<file path="src/rtl/mouse_ctrl_pkg.sv">
// Shared definitions for the mouse sprite controller: FSM states, register
// offsets in the bus register window and ctrl register bit positions.
package mouse_ctrl_pkg;

    typedef enum logic [1:0] {
        IDLE  = 2'd0,
        FILL  = 2'd1,
        DRAIN = 2'd2
    } state_t;

    // Register offsets selected by addr[1:0] when the register region is hit
    localparam logic [1:0] REG_X0   = 2'd0;
    localparam logic [1:0] REG_Y0   = 2'd1;
    localparam logic [1:0] REG_CTRL = 2'd2;

    // addr bit choosing between sprite RAM (0) and registers (1)
    localparam int REGION_BIT = 13;

    // ctrl register bit positions
    localparam int CTRL_START     = 0;
    localparam int CTRL_CLR_OVF   = 1;
    localparam int CTRL_COLOR_LSB = 16;

endpackage

</file>
<file path="src/rtl/mouse_sprite_ctrl.sv">
// Sprite RAM write-port owner: arbitrates CPU pixel writes against the
// whole-bitmap fill engine and holds the tear-free sprite origin registers.
module mouse_sprite_ctrl
    import mouse_ctrl_pkg::*;
#(
    parameter int             CD        = 12,
    parameter int             ADDR      = 8,
    parameter logic [CD-1:0]  KEY_COLOR = '0
) (
    input  logic              i_clk,
    input  logic              i_reset_n,
    input  logic              i_cs,
    input  logic              i_write,
    input  logic [13:0]       i_addr,
    input  logic [31:0]       i_wr_data,
    output logic [31:0]       o_rd_data,
    input  logic              i_frame_start,
    output logic              o_sprite_we,
    output logic [ADDR-1:0]   o_sprite_addr,
    output logic [CD-1:0]     o_sprite_pixel,
    output logic [10:0]       o_x0,
    output logic [10:0]       o_y0
);

    state_t            r_state;
    logic              r_we;
    logic [ADDR-1:0]   r_addr;
    logic [CD-1:0]     r_pixel;
    logic [ADDR-1:0]   r_fill_cnt;
    logic [CD-1:0]     r_fill_color;
    logic              r_pending;
    logic              r_overflow;
    logic [ADDR-1:0]   r_buf_addr;
    logic [CD-1:0]     r_buf_pixel;
    logic [10:0]       r_x0_sh;
    logic [10:0]       r_y0_sh;
    logic [10:0]       r_x0;
    logic [10:0]       r_y0;

    state_t            w_state_nxt;
    logic              w_we_nxt;
    logic [ADDR-1:0]   w_addr_nxt;
    logic [CD-1:0]     w_pixel_nxt;
    logic [ADDR-1:0]   w_cnt_nxt;
    logic [CD-1:0]     w_color_nxt;
    logic              w_capture;
    logic              w_accept;
    logic              w_pending_nxt;
    logic              w_overflow_nxt;
    logic [ADDR-1:0]   w_buf_addr_nxt;
    logic [CD-1:0]     w_buf_pixel_nxt;

    logic              w_cpu_pix;
    logic              w_reg_wr;
    logic              w_x0_wr;
    logic              w_y0_wr;
    logic              w_ctrl_wr;
    logic              w_start;
    logic              w_clr_ovf;
    logic              w_fill_last;
    logic              w_busy;
    logic              w_unused;

    assign w_cpu_pix   = i_cs & i_write & ~i_addr[REGION_BIT];
    assign w_reg_wr    = i_cs & i_write &  i_addr[REGION_BIT];
    assign w_x0_wr     = w_reg_wr & (i_addr[1:0] == REG_X0);
    assign w_y0_wr     = w_reg_wr & (i_addr[1:0] == REG_Y0);
    assign w_ctrl_wr   = w_reg_wr & (i_addr[1:0] == REG_CTRL);
    assign w_start     = w_ctrl_wr & i_wr_data[CTRL_START];
    assign w_clr_ovf   = w_ctrl_wr & i_wr_data[CTRL_CLR_OVF];
    assign w_fill_last = (r_fill_cnt == '1);
    assign w_busy      = (r_state != IDLE);
    assign w_unused    = ^{i_addr, i_wr_data};

    assign o_rd_data      = {29'b0, r_overflow, r_pending, w_busy};
    assign o_sprite_we    = r_we;
    assign o_sprite_addr  = r_addr;
    assign o_sprite_pixel = r_pixel;
    assign o_x0           = r_x0;
    assign o_y0           = r_y0;

    // Next state and next write-port values; a ctrl start issues address 0
    // immediately so the first fill write appears one cycle after the start
    always_comb begin
        w_state_nxt = r_state;
        w_we_nxt    = 1'b0;
        w_addr_nxt  = r_addr;
        w_pixel_nxt = r_pixel;
        w_cnt_nxt   = r_fill_cnt;
        w_color_nxt = r_fill_color;
        w_capture   = 1'b0;
        unique case (r_state)
            IDLE: begin
                if (w_cpu_pix) begin
                    w_we_nxt    = 1'b1;
                    w_addr_nxt  = i_addr[ADDR-1:0];
                    w_pixel_nxt = i_wr_data[CD-1:0];
                end else if (w_start) begin
                    w_color_nxt = i_wr_data[CTRL_COLOR_LSB +: CD];
                    w_we_nxt    = 1'b1;
                    w_addr_nxt  = '0;
                    w_pixel_nxt = i_wr_data[CTRL_COLOR_LSB +: CD];
                    w_cnt_nxt   = ADDR'(1);
                    w_state_nxt = FILL;
                end
            end
            FILL: begin
                w_we_nxt    = 1'b1;
                w_addr_nxt  = r_fill_cnt;
                w_pixel_nxt = r_fill_color;
                w_capture   = w_cpu_pix;
                if (w_fill_last) begin
                    w_cnt_nxt   = '0;
                    w_state_nxt = (r_pending | w_cpu_pix) ? DRAIN : IDLE;
                end else begin
                    w_cnt_nxt = r_fill_cnt + ADDR'(1);
                end
            end
            DRAIN: begin
                w_we_nxt    = 1'b1;
                w_addr_nxt  = r_buf_addr;
                w_pixel_nxt = r_buf_pixel;
                w_capture   = w_cpu_pix;
                w_state_nxt = w_cpu_pix ? DRAIN : IDLE;
            end
            default: begin
                w_state_nxt = IDLE;
            end
        endcase
    end

    // One-entry write buffer: in DRAIN the old entry is leaving this cycle,
    // so a new CPU write can take the slot instead of being dropped
    always_comb begin
        w_accept        = w_capture & (~r_pending | (r_state == DRAIN));
        w_pending_nxt   = r_pending;
        w_overflow_nxt  = r_overflow;
        w_buf_addr_nxt  = r_buf_addr;
        w_buf_pixel_nxt = r_buf_pixel;
        if (r_state == DRAIN) begin
            w_pending_nxt = 1'b0;
        end
        if (w_accept) begin
            w_pending_nxt   = 1'b1;
            w_buf_addr_nxt  = i_addr[ADDR-1:0];
            w_buf_pixel_nxt = i_wr_data[CD-1:0];
        end
        if (w_clr_ovf) begin
            w_overflow_nxt = 1'b0;
        end
        if (w_capture & ~w_accept) begin
            w_overflow_nxt = 1'b1;
        end
    end

    // FSM, fill engine, buffer and registered write-port outputs
    always_ff @(posedge i_clk or negedge i_reset_n) begin
        if (!i_reset_n) begin
            r_state      <= FILL;
            r_we         <= 1'b0;
            r_addr       <= '0;
            r_pixel      <= '0;
            r_fill_cnt   <= '0;
            r_fill_color <= KEY_COLOR;
            r_pending    <= 1'b0;
            r_overflow   <= 1'b0;
            r_buf_addr   <= '0;
            r_buf_pixel  <= '0;
        end else begin
            r_state      <= w_state_nxt;
            r_we         <= w_we_nxt;
            r_addr       <= w_addr_nxt;
            r_pixel      <= w_pixel_nxt;
            r_fill_cnt   <= w_cnt_nxt;
            r_fill_color <= w_color_nxt;
            r_pending    <= w_pending_nxt;
            r_overflow   <= w_overflow_nxt;
            r_buf_addr   <= w_buf_addr_nxt;
            r_buf_pixel  <= w_buf_pixel_nxt;
        end
    end

    // Origin shadows commit on frame start; a same-cycle write goes straight through
    always_ff @(posedge i_clk or negedge i_reset_n) begin
        if (!i_reset_n) begin
            r_x0_sh <= '0;
            r_y0_sh <= '0;
            r_x0    <= '0;
            r_y0    <= '0;
        end else begin
            if (w_x0_wr) begin
                r_x0_sh <= i_wr_data[10:0];
            end
            if (w_y0_wr) begin
                r_y0_sh <= i_wr_data[10:0];
            end
            if (i_frame_start) begin
                r_x0 <= w_x0_wr ? i_wr_data[10:0] : r_x0_sh;
                r_y0 <= w_y0_wr ? i_wr_data[10:0] : r_y0_sh;
            end
        end
    end

endmodule

</file>
<file path="config.mk">
export PLATFORM = sky130hd
export DESIGN_NAME = mouse_sprite_ctrl
export DESIGN_NICKNAME = d
export VERILOG_FILES = /design/src/rtl/mouse_ctrl_pkg.sv /design/src/rtl/mouse_sprite_ctrl.sv
export SDC_FILE = /design/constraint.sdc
export NUM_CORES = 1
export LEC_CHECK = 0
export ABC_AREA = 1
export BUFFER_PORTS_ARGS = -buffer_cell sky130_fd_sc_hd__buf_2
export CAP_MARGIN = 30
export CORE_ASPECT_RATIO = 1.4
export CORE_MARGIN = 1.5
export CORE_UTILIZATION = 40
export DETAILED_ROUTE_END_ITERATION = 6
export HOLD_SLACK_MARGIN = 0.1
export PLACE_DENSITY = 0.76
export SLEW_MARGIN = 30
export SYNTH_ARGS = -nofsm -noshare
export SYNTH_HDL_FRONTEND = slang
export SYNTH_SLANG_ARGS = --single-unit
</file>
<file path="constraint.sdc">
create_clock -name i_clk -period 1.8 [get_ports i_clk]
set_clock_uncertainty 0.05 [all_clocks]
set_input_delay 0.18 -clock i_clk [delete_from_list [all_inputs] [get_ports i_clk]]
set_output_delay 0.18 -clock i_clk [all_outputs]
set_load 0.05 [all_outputs]
</file>
# Word-level counts from Yosys, hierarchy flattened
# Index checks and enable logic that the tools add are counted.
[word_totals] word_cells=78 rom_bits=0 inputBits=51 output_inout_bits=75 n_memories=0 latchBits=0 regBits=109 ramBits=0
[classes] mux=26 n_div=0 n_reduce_logical=12 magnitude_cmp=0 addsub=1 mul=0 n_shift=0 bitwise=16 n_eq_ne=9
[ops] op="8-bit two-way mux" n=5
[ops] op="12-bit case mux with 3 select lines" n=1
[ops] op="12-bit two-way mux" n=2
[ops] op="8-bit case mux with 3 select lines" n=1
[ops] op="11-bit two-way mux" n=2
[ops] op="8-bit case mux with 2 select lines" n=1
[ops] op="1-bit AND" n=10
[ops] op="2-bit two-way mux" n=5
[ops] op="3-bit AND reduction" n=3
[ops] op="8-bit by 1-bit adder with 8-bit output, second input constant" n=1
[ops] op="8-bit == test, second input constant" n=1
[ops] op="2-bit nonzero test" n=4
[ops] op="1-bit two-way mux" n=7
[ops] op="2-bit inequality test, second input constant" n=3
[ops] op="2-bit case mux with 3 select lines" n=1
[ops] op="2-bit by 1-bit == test with 1-bit output, second input constant" n=2
[ops] op="2-bit == test, second input constant" n=2
[ops] op="2-bit zero test" n=2
[ops] op="1-bit NOT" n=4
[ops] op="3-bit inequality test, second input constant" n=1
[ops] op="3-bit nonzero test" n=1
[ops] op="1-bit OR" n=2
[ops] op="1-bit case mux with 2 select lines" n=1
[ops] op="2-bit AND reduction" n=1
[ops] op="2-bit OR reduction" n=1

# Depth between registers and ports, before layout
[depth] depth_word=7 mapped_depth=10 ltp_nobuf=9

# Least setup slack after synthesis
# OpenSTA, ideal clock, no wires.
[synth_path] kind="reg2reg" from="register r_state[0]" to="register r_addr[0] (netlist: o_sprite_addr[0])" path_buffers=1 arrival_ns=1.644 period_less_slack_ns=1.761 path_stages_with_launch=9 setup_ns=0.067 t_required_ns=1.683 slack_ns=0.039 cell_sequence="dfstp_2 -> inv_1 -> ha_1 -> inv_1 -> clkbuf_1 -> a21oi_1 -> a22oi_1 -> nand2_1 -> nand2_1"
[synth_between] elab_chain_cells=3 elab_cells_between_ends=7 cone_classes="3 x eq/ne; 1 x mux; 3 x reduce/logical"
[synth_rtl] element="from (decl)" line_no="mouse_sprite_ctrl.sv:25" rtl="state_t r_state;"
[synth_rtl] element="from (signal assigned)" line_no="mouse_sprite_ctrl.sv:170" rtl="r_state <= w_state_nxt;"
[synth_rtl] element="2-bit == test (tied with other cells)" line_no="mouse_sprite_ctrl.sv:92" rtl="unique case (r_state)"
[synth_rtl] element="3-bit nonzero test (no source line) / 3-bit inequality test (equally long branches)"
[synth_rtl] element="2-bit AND reduction (no source line)"
[synth_rtl] element="to (signal assigned)" line_no="mouse_sprite_ctrl.sv:172" rtl="r_addr <= w_addr_nxt;"
[synth_rtl] element="to (decl)" line_no="mouse_sprite_ctrl.sv:27" rtl="logic [ADDR-1:0] r_addr;"
# Parallel ways exist; a longest one is shown, timed or not.
# A chain may end at the register's enable or synchronous reset.

# Worst setup path after layout
[layout_path] from="register r_state[0]" to="output port o_rd_data[0]"
[layout_between] elab_chain_cells=1
[layout_rtl] element="2-bit nonzero test" line_no="mouse_sprite_ctrl.sv:72" rtl="assign w_busy = (r_state != IDLE);"
[layout_rtl] element="to (decl)" line_no="mouse_sprite_ctrl.sv:16" rtl="output logic [31:0] o_rd_data,"
# Every way passes these cells.

==> flow_summary.json <==
{
  "place_congestion": 0.805,
  "grt_start_max_net_pins": 49,
  "drc": 0,
  "track_usage": 0.183,
  "wl_per_cell_um": 13.3,
  "dp.cells": 914,
  "stdcell_count": 956,
  "reg2reg_slack_ns": 0.08,
  "drv_slew": 0,
  "worstMarginPinSlew_ns": 0.676,
  "grt_pass1_vias": 4302,
  "hold_depth": 3,
  "cts.sinks": 109,
  "cts_tree": "done",
  "insertion_delay_ns": 0.35,
  "status": "finished clean",
  "cp.arrival_ns": 1.51,
  "grt_pass1_wl_um": 20400,
  "die_h_um": 140,
  "row_count": 50,
  "synth-seq-cells": 109,
  "place_hpwl_um": 8700,
  "synth.largest_area_cell": "dfrtp_1",
  "vdd_ir_drop_max_mv": 0.753,
  "drv_cap": 0,
  "die_area_um2": 14200,
  "die_w_um": 101,
  "cts-root-buf": "clkbuf_16",
  "min_path_type": "in2reg",
  "synth_top_flop_cell": "dfrtp_1",
  "syn_area_um2": 5390,
  "clk_path_buf_depth": 2,
  "end_kind": "output pin",
  "clk_pin_slew_ns": 0.07,
  "worstSetupStartpointType": "register",
  "power_density_nw_per_um2": 1650,
  "yosys-top-cells-area": "dfrtp_1 50%, nand2_1 17%, o21ai_0 5.5%",
  "drt_iter0_drc": 218,
  "setup_viol": 0,
  "antenna_found_initial": 0,
  "ys_types": 29,
  "initial_core_util": 0.407,
  "slew_headroom": 0.549,
  "io_pins": 126,
  "fin_util": 0.494,
  "synth_commonest_cells": "240 x nand2_1, 108 x dfrtp_1, 67 x inv_1",
  "yosys_warnings": 0,
  "finalWorstPathRequiredPeriod_ns": 1.74,
  "async_flop_share": 1.00,
  "max_freq_ghz": 0.575,
  "finalWirelength_um": 12700,
  "num_vias": 4459,
  "min_period_over_period": 0.967,
  "cts_max_level": 3,
  "p_leak_uw": 0.00349,
  "seq_area_frac_synth": 0.506,
  "viasPerCell": 4.66,
  "syn_area_per_cell_um2": 8.10,
  "worst-path-max-fanout": 4,
  "port_buffers": 83,
  "area_delta_synth_final_pct": 21.6,
  "required_ns": 1.57,
  "drt.antenna.violating_nets": 0,
  "synth_edf_count": 0,
  "yosysMostFrequentCell": "nand2_1",
  "rr_worst_depth": 8,
  "synthCells": 666,
  "gr-total-overflow": 0,
  "fillers": 1285,
  "core_area_um2": 13300,
  "n_antenna_cell": 0,
  "path_class": "reg2out",
  "yosysTopAreaCellShare": 0.501,
  "drive_above_1_share": 0.203,
  "firstDrtPassIters": 5,
  "hold_viol": 0,
  "cts_buffers": 9,
  "num-nets-final": 826
}
-- kinds of logic after synthesis --
family                     after synthesis  share of synthesized area
DFF                                    109                      0.506
AOI/OAI and AO/OA                      121                      0.129
other                                    1                   0.000696
buffers and inverters                  133                      0.124
and+or+nand+nor                        294                      0.223
xor gates and xnor gates                 2                    0.00325
adders and majority gates                6                     0.0139
-- cell usage in the layout, fill, tap and decap left out, drive strengths merged --
master	Yosys	final
nand2	246	247
buf	49	105
xor2	2	2
o31ai	1	1
conb	1	29
clkinv	0	1
nand3	29	29
nor3	2	2
a22oi	8	8
nand4	3	3
dlygate4sd3	0	21
clkbuf	15	12
o21ai	102	102
clkinvlp	0	1
nor2	13	13
a21oi	10	10
nand3b	1	1
ha	6	6
bufinv	0	2
dfrtp	108	108
inv	69	70
dfstp	1	1
-- area by class of cell --
class / count / area, um^2 / area share
well taps: 182 / 228 / 0.0347
flip-flops and latches: 109 / 2730 / 0.416
inverters: 69 / 263 / 0.0401
multi-input cells: 453 / 2120 / 0.323
clock inverters: 5 / 88.8 / 0.0136
clock buffers: 11 / 253 / 0.0386
repair buffers: 127 / 876 / 0.134
-- through the flow --
| step | setup WS (ns) | cell area [um^2] | hold slack [ns] | TNS [ns] | power [uW] |
|---|---|---|---|---|---|
| after floorplan | 0.0391 | 5500 | -0.166 | 0 | 7160 |
| after global placement | 0.0731 | 5930 | 0.0911 | 0 | 8230 |
| after detailed placement | 0.0263 | 5930 | 0.0953 | 0 | 8330 |
| after CTS | 0.0144 | 6480 | 0.130 | 0 | 10600 |
| after global routing | -0.00586 | 6560 | 0.144 | -0.0109 | 11500 |
| final | 0.0594 | 6560 | 0.130 | 0 | 10800 |
-- what timing repair did --
item	4_1_cts	5_1_grt
gates resized for setup	1	7
setup endpoints to repair	1	25
gates cloned	0	2
pin swaps	0	1
endpoints found under the hold margin	80	0
buffers inserted	0	3
hold buffers	21	0
-- metal layers --
metal / up-vias / wire, um / track usage
met2: 136 / 6480 / 0.316
met3: 14 / 698 / 0.0240
li1: 2238 / - / -
met5: - / 0 / 0
met4: 0 / 204 / 0.0607
met1: 2071 / 5280 / 0.235
-- power breakdown --
group          total (uW)  switching, uW  internal (uW)  leakage, uW
Clock                2240            926           1310     0.000168
Sequential           3680            397           3280      0.00137
Combinational        4920           3390           1530      0.00195
Total               10800           4710           6130      0.00349
-- path summary, 6_finish.rpt --
path,start,endpoint
worst max-delay path,r_state[0],o_rd_data[0]
worst min-delay path,i_addr[1],r_buf_addr[1]
worst max register to register,r_state[0],o_sprite_addr[1]
worst min register to register,r_y0_sh[1],r_y0_sh[1]
max in group asynchronous,i_reset_n,r_state[0]
min in group asynchronous,i_reset_n,o_sprite_pixel[7]
-- critical path, cell delays in order (launching register included) --
cell and delay [ns]:
dfstp_2 0.53, inv_1 0.07, ha_1 0.25, inv_1 0.14, buf_6 0.18
-- flip-flops by register name (all words and copies together) (netlist names) --
register	cells
r_overflow	1
r_fill_cnt	8
r_x0_sh	11
o_sprite_we	1
o_y0	11
r_buf_pixel	12
r_buf_addr	8
r_y0_sh	11
o_sprite_pixel	12
r_state	2
o_x0	11
o_sprite_addr	8
r_pending	1
r_fill_color	12
Power figures use the tool's default switching activity.
